[config.mk]
export PLATFORM = sky130hd
export DESIGN_NAME = music_player_ctrl
export DESIGN_NICKNAME = d
export VERILOG_FILES = /design/src/rtl/music_pkg.sv /design/src/rtl/music_note_decode.sv /design/src/rtl/music_player_ctrl.sv
export SDC_FILE = /design/constraint.sdc
export NUM_CORES = 1
export LEC_CHECK = 0
export ABC_AREA = 1
export CAP_MARGIN = 20
export CORE_MARGIN = 1.5
export CORE_UTILIZATION = 45
export DETAILED_ROUTE_END_ITERATION = 10
export GPL_ROUTABILITY_DRIVEN = 0
export PLACE_DENSITY = 0.75
export SLEW_MARGIN = 20
export SYNTH_ARGS = -nofsm -noshare
export SYNTH_HDL_FRONTEND = slang
export SYNTH_SLANG_ARGS = --single-unit
[constraint.sdc]
create_clock -name clk -period 5.65 [get_ports clk]
set_clock_uncertainty 0.05 [all_clocks]
set_input_delay 1.13 -clock clk [delete_from_list [all_inputs] [get_ports clk]]
set_output_delay 1.13 -clock clk [all_outputs]
set_load 0.005 [all_outputs]
[src/rtl/music_pkg.sv]
// Shared definitions for the score sequencer and the buzzer tone generator:
// FSM states, tempo codes, note/octave widths and the tone request struct.
package music_pkg;

  typedef enum logic [1:0] {
    ST_IDLE  = 2'd0,
    ST_PLAY  = 2'd1,
    ST_PAUSE = 2'd2,
    ST_DONE  = 2'd3
  } state_t;

  localparam logic [1:0] TEMPO_NORMAL = 2'b00;
  localparam logic [1:0] TEMPO_FAST   = 2'b01;
  localparam logic [1:0] TEMPO_SLOW   = 2'b10;

  localparam int NOTE_W = 3;
  localparam int OCT_W  = 2;

  localparam logic [NOTE_W-1:0] NOTE_REST = '0;
  localparam logic [OCT_W-1:0]  OCT_LOW   = 2'd0;
  localparam logic [OCT_W-1:0]  OCT_MID   = 2'd1;
  localparam logic [OCT_W-1:0]  OCT_HIGH  = 2'd2;

  typedef struct packed {
    logic [NOTE_W-1:0] note;
    logic [OCT_W-1:0]  octave;
    logic              valid;
  } tone_t;

  // Only nibble values 1..7 name a note (do..ti); 0 and 8..15 are rests.
  function automatic logic nibble_is_note(input logic [3:0] nib);
    return (nib != 4'd0) && (nib <= 4'd7);
  endfunction

endpackage

[src/rtl/music_note_decode.sv]
// Combinational score-word decoder: {high,med,low} nibbles -> note/octave/valid.
// The highest non-zero nibble selects the octave; an out-of-range pick is a rest.
module music_note_decode
  import music_pkg::*;
#(
  parameter int ROM_WIDTH = 12
) (
  input  logic [ROM_WIDTH-1:0] rom_word,
  output tone_t                tone
);

  logic [3:0]       sel;
  logic [OCT_W-1:0] oct;

  always_comb begin
    sel = rom_word[3:0];
    oct = OCT_LOW;
    if (rom_word[11:8] != 4'd0) begin
      sel = rom_word[11:8];
      oct = OCT_HIGH;
    end else if (rom_word[7:4] != 4'd0) begin
      sel = rom_word[7:4];
      oct = OCT_MID;
    end

    tone = '{note: NOTE_REST, octave: OCT_LOW, valid: 1'b0};
    if (nibble_is_note(sel)) begin
      tone = '{note: sel[2:0], octave: oct, valid: 1'b1};
    end
  end

endmodule

[src/rtl/music_player_ctrl.sv]
// Score sequencer: steps the ROM address once per beat and drives a registered
// tone request; play/pause/stop commands, loop mode and three tempos.
module music_player_ctrl
  import music_pkg::*;
#(
  parameter int ROM_WIDTH   = 12,
  parameter int ROM_DEPTH   = 128,
  parameter int ADDR_WIDTH  = 7,
  parameter int BEAT_CYCLES = 25000000
) (
  input  logic                  clk,
  input  logic                  rst,
  input  logic                  play,
  input  logic                  pause,
  input  logic                  stop,
  input  logic                  loop_en,
  input  logic [1:0]            tempo_sel,
  output logic [ADDR_WIDTH-1:0] rom_addr,
  input  logic [ROM_WIDTH-1:0]  rom_data,
  output logic [NOTE_W-1:0]     note,
  output logic [OCT_W-1:0]      octave,
  output logic                  note_valid,
  output logic                  busy,
  output logic                  song_end
);

  localparam int CNT_W = $clog2(2 * BEAT_CYCLES);
  localparam logic [ADDR_WIDTH-1:0] LAST_ADDR = ADDR_WIDTH'(ROM_DEPTH - 1);

  state_t           state;
  logic [CNT_W-1:0] beat_cnt;
  logic [CNT_W-1:0] beat_last;
  logic             beat_end;
  logic             last_beat;
  logic             song_stops;
  tone_t            dec;

  music_note_decode #(.ROM_WIDTH(ROM_WIDTH)) u_decode (
    .rom_word (rom_data),
    .tone     (dec)
  );

  always_comb begin
    case (tempo_sel)
      TEMPO_FAST:   beat_last = CNT_W'(BEAT_CYCLES / 2 - 1);
      TEMPO_SLOW:   beat_last = CNT_W'(BEAT_CYCLES * 2 - 1);
      TEMPO_NORMAL: beat_last = CNT_W'(BEAT_CYCLES - 1);
      default:      beat_last = CNT_W'(BEAT_CYCLES - 1);
    endcase
  end

  // ">=" so a tempo change to a shorter beat ends an overrun beat at once.
  assign beat_end   = (beat_cnt >= beat_last);
  assign last_beat  = beat_end && (rom_addr == LAST_ADDR);
  assign song_stops = last_beat && !loop_en;
  assign busy       = (state == ST_PLAY) || (state == ST_PAUSE);

  always_ff @(posedge clk) begin
    if (rst) begin
      state      <= ST_IDLE;
      rom_addr   <= '0;
      beat_cnt   <= '0;
      note       <= NOTE_REST;
      octave     <= OCT_LOW;
      note_valid <= 1'b0;
      song_end   <= 1'b0;
    end else begin
      song_end   <= 1'b0;
      note       <= NOTE_REST;
      octave     <= OCT_LOW;
      note_valid <= 1'b0;

      case (state)
        ST_IDLE, ST_DONE: begin
          if (stop) begin
            state    <= ST_IDLE;
            rom_addr <= '0;
            beat_cnt <= '0;
          end else if (play) begin
            state    <= ST_PLAY;
            rom_addr <= '0;
            beat_cnt <= '0;
          end
        end

        ST_PAUSE: begin
          if (stop) begin
            state    <= ST_IDLE;
            rom_addr <= '0;
            beat_cnt <= '0;
          end else if (play) begin
            state <= ST_PLAY;
          end
        end

        ST_PLAY: begin
          if (stop) begin
            state    <= ST_IDLE;
            rom_addr <= '0;
            beat_cnt <= '0;
          end else if (pause && !play) begin
            state <= ST_PAUSE;
          end else begin
            // Tone tracks the address with one cycle of latency; suppressed when
            // this cycle hands over to DONE so DONE shows a rest.
            if (!song_stops) begin
              note       <= dec.note;
              octave     <= dec.octave;
              note_valid <= dec.valid;
            end
            if (beat_end) begin
              beat_cnt <= '0;
              if (last_beat) begin
                rom_addr <= '0;
                song_end <= 1'b1;
                if (!loop_en) state <= ST_DONE;
              end else begin
                rom_addr <= rom_addr + ADDR_WIDTH'(1);
              end
            end else begin
              beat_cnt <= beat_cnt + CNT_W'(1);
            end
          end
        end

        default: state <= ST_IDLE;
      endcase
    end
  end

endmodule

==> impl_metrics.toml, run 1 <==
[sta]
drv_slew = 0
fmax_ghz = 0.271
fin_setup_tns_ps = 0
rsz0062_at_grt = "false"
hold_viol_final = 0
fin_hold_ws_ps = 450
slew_headroom_pct = 64.5
fin_crit_sh_pct = 65.3
finalSetupViolations = 0
fin_crit_ps = 3690
worst_pin_slew_ps = 529

[global_route]
gr-total-overflow = 0
grt_max_degree = 22
grt_pass1_wl_mm = 10.3
grt_pass1_vias = 2310
antenna_found_initial = 0
grtUsageTotal_pct = 20.6

[critical_path]
cpMaxStageDelayCell = "clkdlybuf4s50_1"
crit_required_ps = 5780
crit_arrival_ps = 3820
cp-end-kind = "flip-flop"
cp-start-kind = "input port"
regToRegSetupSlack_ps = 3530
path_cells = "clkdlybuf4s50_1, inv_1, ha_1, inv_1, ha_1, nand2_1, nor2_1, nand3_1, nor2_1, nand3_1, nand4_2, nand2_4, nand2_2, nor2_1"
worstSetupPathType = "in2reg"
r2r_end = "beat_cnt[20]"
cp_max_fo = 21
timing.rr.start = "state[0]"
slowest_delay_ps = 510
rr_worst_depth = 10
crit_path_frequent_cell = "nor2_1"

[final_layout]
antennaDiodeCount = 0
drive_gt1_share_pct = 6.59
nets = 472
syn_to_final_growth_pct = 18.3

[hold_path]
hold-path-endpoint = "beat_cnt[1]"
hp-start = "beat_cnt[1]"
min_path_cells = 2
hold_path_class = "reg2reg"

[route]
wire_per_inst_um = 11.8
vias = 2570
route.detailed.drc = 0
drt-vias-per-instance = 5.02
finalWirelength_mm = 6.06
first_pass_iters = 4
drtIter0Drc = 135
antenna_left = 0

[floorplan]
rows = 27
io_pins = 35
dieArea_um2 = 6410
core-area_um2 = 5610
die_y_um = 80.0
start_util_pct = 47.6
die_w_um = 80.0

[power]
peakVddDrop_uv = 98.2
p_leak_nw = 1.38
internal_power_uw = 415
p_sw_share_pct = 27.1
p_seq_share_pct = 52.7
clockPowerShare_pct = 34.9
powerDensity_nw_per_um2 = 180
switching_power_uw = 154
pwr-share-comb_pct = 12.4

[cts]
cts-root-buf = "clkbuf_8"
clockBufferDepth = 2
cts_setup_buffers = 0
htreeDepth = 2
cts_made_buffers = 5
ctsResizeCount = 0
clk_latency_ps = 300
cts_tree = "done"
hold_buffers = 0
cts.sinks = 42
path_clk_slew_ps = 90

[synthesis]
synth_area_um2 = 2670
syn_avg_cell_area_um2 = 6.63
ys_seq_area_share_pct = 31.5
ys_types = 34
yosys_warnings = 0
syn_inst = 403
ys_seq_elements = 42
syn_nets = 436

[placement]
dp_hpwl_mm = 4.63
port_buffers = 34

[flow_run]
drv_cap = 0

[outcome]
status = "completed"
-- synth_stat cells, drive strengths merged --
library cell | count | area [µm²]
dfxtp | 42 | 841
ha | 13 | 163
nor3b | 2 | 15.0
inv | 65 | 244
nand3b | 3 | 22.5
nand2 | 94 | 368
buf | 3 | 23.8
o21ai | 11 | 55.1
xor2 | 12 | 105
a211oi | 1 | 7.51
nor4 | 2 | 18.8
nor2 | 72 | 298
nand3 | 34 | 195
nor3 | 17 | 121
o211ai | 1 | 7.51
or2 | 1 | 6.26
a21o | 1 | 7.51
nand4 | 10 | 68.8
xnor2 | 3 | 26.3
a21oi | 14 | 70.1
clkbuf | 2 | 7.51
-- registers in the layout, summed over array words and instances, names as in the netlist --
register and count:
note 3, rom_addr 7, note_valid 1, beat_cnt 26, state 2, song_end 1, octave 2
-- worst max path at each step --
stage | from | to | slack (ps) | cells past startpoint
6_report | tempo_sel[0] | beat_cnt[13] | 1960 | 14
5_1_grt | tempo_sel[0] | beat_cnt[21] | 1630 | 14
4_1_cts | tempo_sel[0] | beat_cnt[15] | 1950 | 14
3_5_place_dp | tempo_sel[0] | beat_cnt[23] | 1630 | 14
3_3_place_gp | tempo_sel[0] | beat_cnt[23] | 1750 | 14
2_1_floorplan | tempo_sel[0] | beat_cnt[9] | 2590 | 15
-- cells by family (layout without fill, tap and decap cells) --
kind of cell,Yosys count,in the layout,synth area share (%)
AO/OA/AOI/OAI,28,28,5.53
XOR/XNOR,15,15,4.92
adder cells (fa/ha/maj),13,13,6.09
buffers and inverters,70,107,10.3
flip-flops,42,42,31.5
AND/OR/NAND/NOR,235,235,41.7
-- worst max-delay path: cells and delay by family --
kind                     cells  cell delay (ps)
buffers and inverters        3              710
adder cells (fa/ha/maj)      2              690
AND/OR/NAND/NOR              9             1280
-- power groups by stage --
stage,Sequential [mW],Clock (mW),Combinational [mW]
6_report,0.300,0.199,0.0703
5_1_grt,0.300,0.212,0.0796
4_1_cts,0.300,0.202,0.0707
3_5_place_dp,0.307,0,0.0701
3_3_place_gp,0.307,0,0.0687
2_1_floorplan,0.307,0,0.0434
-- placed cells by master (no fill, tap or decap), drive strengths merged --
cell,Yosys,layout
nand2,94,94
nor2,72,72
inv,65,65
dfxtp,42,42
clkdlybuf4s50,0,34
nand3,34,34
nor3,17,17
a21oi,14,14
ha,13,13
xor2,12,12
o21ai,11,11
nand4,10,10
clkbuf,2,5
xnor2,3,3
nand3b,3,3
nor3b,2,2
nor4,2,2
clkinv,0,2
or2,1,1
o211ai,1,1
a21o,1,1
a211oi,1,1
clkinvlp,0,1
-- routing by layer --
metal  track usage (%)  up-vias  part of all wire (%)
met2              34.5       63                    47
met5                 0        -                     0
met1              26.1     1157                    47
li1                  -     1339                     -
met3              3.89       11                   4.3
met4              7.07        0                   1.9
-- cell type report --
class	instances	area, µm²
Clock buffer	5	68.8
Clock inverter	3	21.3
Fill cell	548	2450
Inverter	65	244
Multi-Input combinational cell	291	1560
Sequential cell	42	841
Tap cell	72	90.1
Timing Repair Buffer	34	340
-- through the flow --
step	setup slack [ps]	util [%]	instance area [µm²]	total power [mW]	cells
6_report	1960	56.4	3160	0.569	512
3_3_place_gp	1750	54.8	3070	0.376	504
5_1_grt	1630	56.4	3160	0.592	512
2_1_floorplan	2590	-	2670	0.350	403
4_1_cts	1950	56.4	3160	0.572	512
3_5_place_dp	1630	54.8	3070	0.377	504
Power figures use the tool's default switching activity.
==> run 2: changes to the inputs <==
--- a/config.mk
+++ b/config.mk
@@ -11,7 +11,7 @@
 export CORE_UTILIZATION = 45
 export DETAILED_ROUTE_END_ITERATION = 10
 export GPL_ROUTABILITY_DRIVEN = 0
-export PLACE_DENSITY = 0.75
+export PLACE_DENSITY = 0.78
 export SLEW_MARGIN = 20
 export SYNTH_ARGS = -nofsm -noshare
 export SYNTH_HDL_FRONTEND = slang
==> constraint.sdc (replaced) <==
create_clock -name clk -period 2.95 [get_ports clk]
set_clock_uncertainty 0.05 [all_clocks]
set_input_delay 0.59 -clock clk [delete_from_list [all_inputs] [get_ports clk]]
set_output_delay 0.59 -clock clk [all_outputs]
set_load 0.005 [all_outputs]
==> run 2 against run 1 <==
  * Largest power group unchanged
  * Design area rose by 4.0%
  * Sequential power grew 92%
  * Die area unchanged
  * Critical endpoint is now rom_addr[2]
  * First-iteration DRC count rose by 30%
  * Worst hold slack got worse by 6.6 ps
  * Largest cell class unchanged
  * Critical path depth rose by 2
  * Wire length up 0.76%
  * Flip-flop and latch count is the same
==> impl_metrics.toml, run 2 (synthesis gave the netlist of run 1 again) <==
[outcome]
status = "completed"

[route]
drtIter0Drc = 176
route.detailed.drc = 0
antenna_left = 0
finalWirelength_mm = 6.10
wire_per_inst_um = 11.7
first_pass_iters = 4
vias = 2585
drt-vias-per-instance = 4.95

[final_layout]
nFillCells = 533
layout_commonest_cell = "nand2_1"
finalInstanceArea_um2 = 3290
largest_register = "beat_cnt"
final_cell_mix = "89 x nand2_1, 67 x nor2_1, 63 x inv_1"
top_regs = "beat_cnt: 26 flops, rom_addr: 7 flops, note: 3 flops"
antennaDiodeCount = 0
largest_reg_flops = 26
nets = 482
syn_to_final_growth_pct = 23.0
drive_gt1_share_pct = 8.89
instances_no_fill = 522
final_util_pct = 58.6

[critical_path]
worstSetupPathType = "in2reg"
cp-end-kind = "flip-flop"
regToRegSetupSlack_ps = 840
crit_arrival_ps = 2950
cp-start-kind = "input port"
rr_worst_depth = 10
crit_required_ps = 3150
cp_max_fo = 7

[floorplan]
start_util_pct = 47.6
die_y_um = 80.0
dieArea_um2 = 6410
io_pins = 35
rows = 27
core-area_um2 = 5610
die_w_um = 80.0

[cts]
ctsResizeCount = 0
htreeDepth = 2
hold_buffers = 0
clk_latency_ps = 300
cts-root-buf = "clkbuf_8"
cts.sinks = 42
clockBufferDepth = 2
cts_made_buffers = 5
path_clk_slew_ps = 90
cts_tree = "done"
cts_setup_buffers = 0

[placement]
dp_hpwl_mm = 4.72
dp.cells = 514
port_buffers = 34
post_dp_cell_area_um2 = 3170

[sta]
hold_viol_final = 0
fin_crit_ps = 2750
drv_slew = 0
finalSetupViolations = 0
rsz0062_at_grt = "false"
worst_pin_slew_ps = 500
slew_headroom_pct = 66.4
fin_crit_sh_pct = 93.2
fmax_ghz = 0.364

[global_route]
grt_pass1_vias = 2503
gr-total-overflow = 0
antenna_found_initial = 0
grt_max_degree = 21
grt_pass1_wl_mm = 10.8
grtUsageTotal_pct = 21.0

[hold_path]
hold_path_class = "reg2reg"
min_path_cells = 2

[power]
powerDensity_nw_per_um2 = 364
peakVddDrop_uv = 272
p_leak_nw = 1.45

[flow_run]
drv_cap = 0
[run 2: cell count changes in the layout (fill, tap and decap cells not counted), sizes merged]
| cell | change |
|---|---|
| buf | +10 |
| bufinv | +1 |
| clkinv | -1 |
| clkinvlp | -1 |
| inv | +1 |
[run 2: cell type report]
type / count / area [µm²] / share of cell area [%]
Multi-Input combinational cell: 291 / 1560 / 47.4
Sequential cell: 42 / 841 / 25.6
Timing Repair Buffer: 44 / 440 / 13.4
Inverter: 65 / 244 / 7.43
Tap cell: 72 / 90.1 / 2.74
Clock buffer: 5 / 68.8 / 2.09
Clock inverter: 3 / 43.8 / 1.33
[run 2: routing by layer]
layer | part of all wire [%] | vias to the layer above | track usage [%]
li1 | - | 1362 | -
met4 | 0.98 | 0 | 7.41
met2 | 49 | 53 | 35.0
met5 | 0 | - | 0
met1 | 45 | 1161 | 26.1
met3 | 5.3 | 9 | 5.26
[run 2: final timing paths]
kind / start / endpoint
worst max register to register: state[0] / beat_cnt[20]
worst min-delay path: beat_cnt[1] / beat_cnt[1]
worst min register to register: beat_cnt[1] / beat_cnt[1]
worst max-delay path: tempo_sel[0] / rom_addr[2]
[run 2: worst max-delay path, stage by stage]
cell and delay, ps:
clkdlybuf4s50_1 470, inv_1 60, ha_1 290, inv_1 70
ha_1 270, nand2_1 50, nor2_1 130, nand3_1 120
nor2_1 140, nand3_1 130, nand4_2 140, nand2_4 80
buf_12 140, inv_2 120, nand3_1 90, nand2_1 80
[run 2: power breakdown]
part	total (mW)	internal [mW]	switching (mW)	leakage [nW]
registers	0.575	0.571	0.00345	0.339
clock network	0.463	0.254	0.210	0.0585
logic	0.158	0.0751	0.0828	1.06
[run 2: per-stage QoR]
| step | setup WS [ps] | total power, mW | TNS, ps | hold WS (ps) |
|---|---|---|---|---|
| floorplan | 430 | 0.671 | 0 | 413 |
| detailed placement | -119 | 0.745 | -2930 | 431 |
| global route | 27.5 | 1.25 | 0 | 479 |
| finish | 201 | 1.20 | 0 | 444 |
| global placement | -57.9 | 0.742 | -445 | 432 |
| CTS | 188 | 1.21 | 0 | 445 |
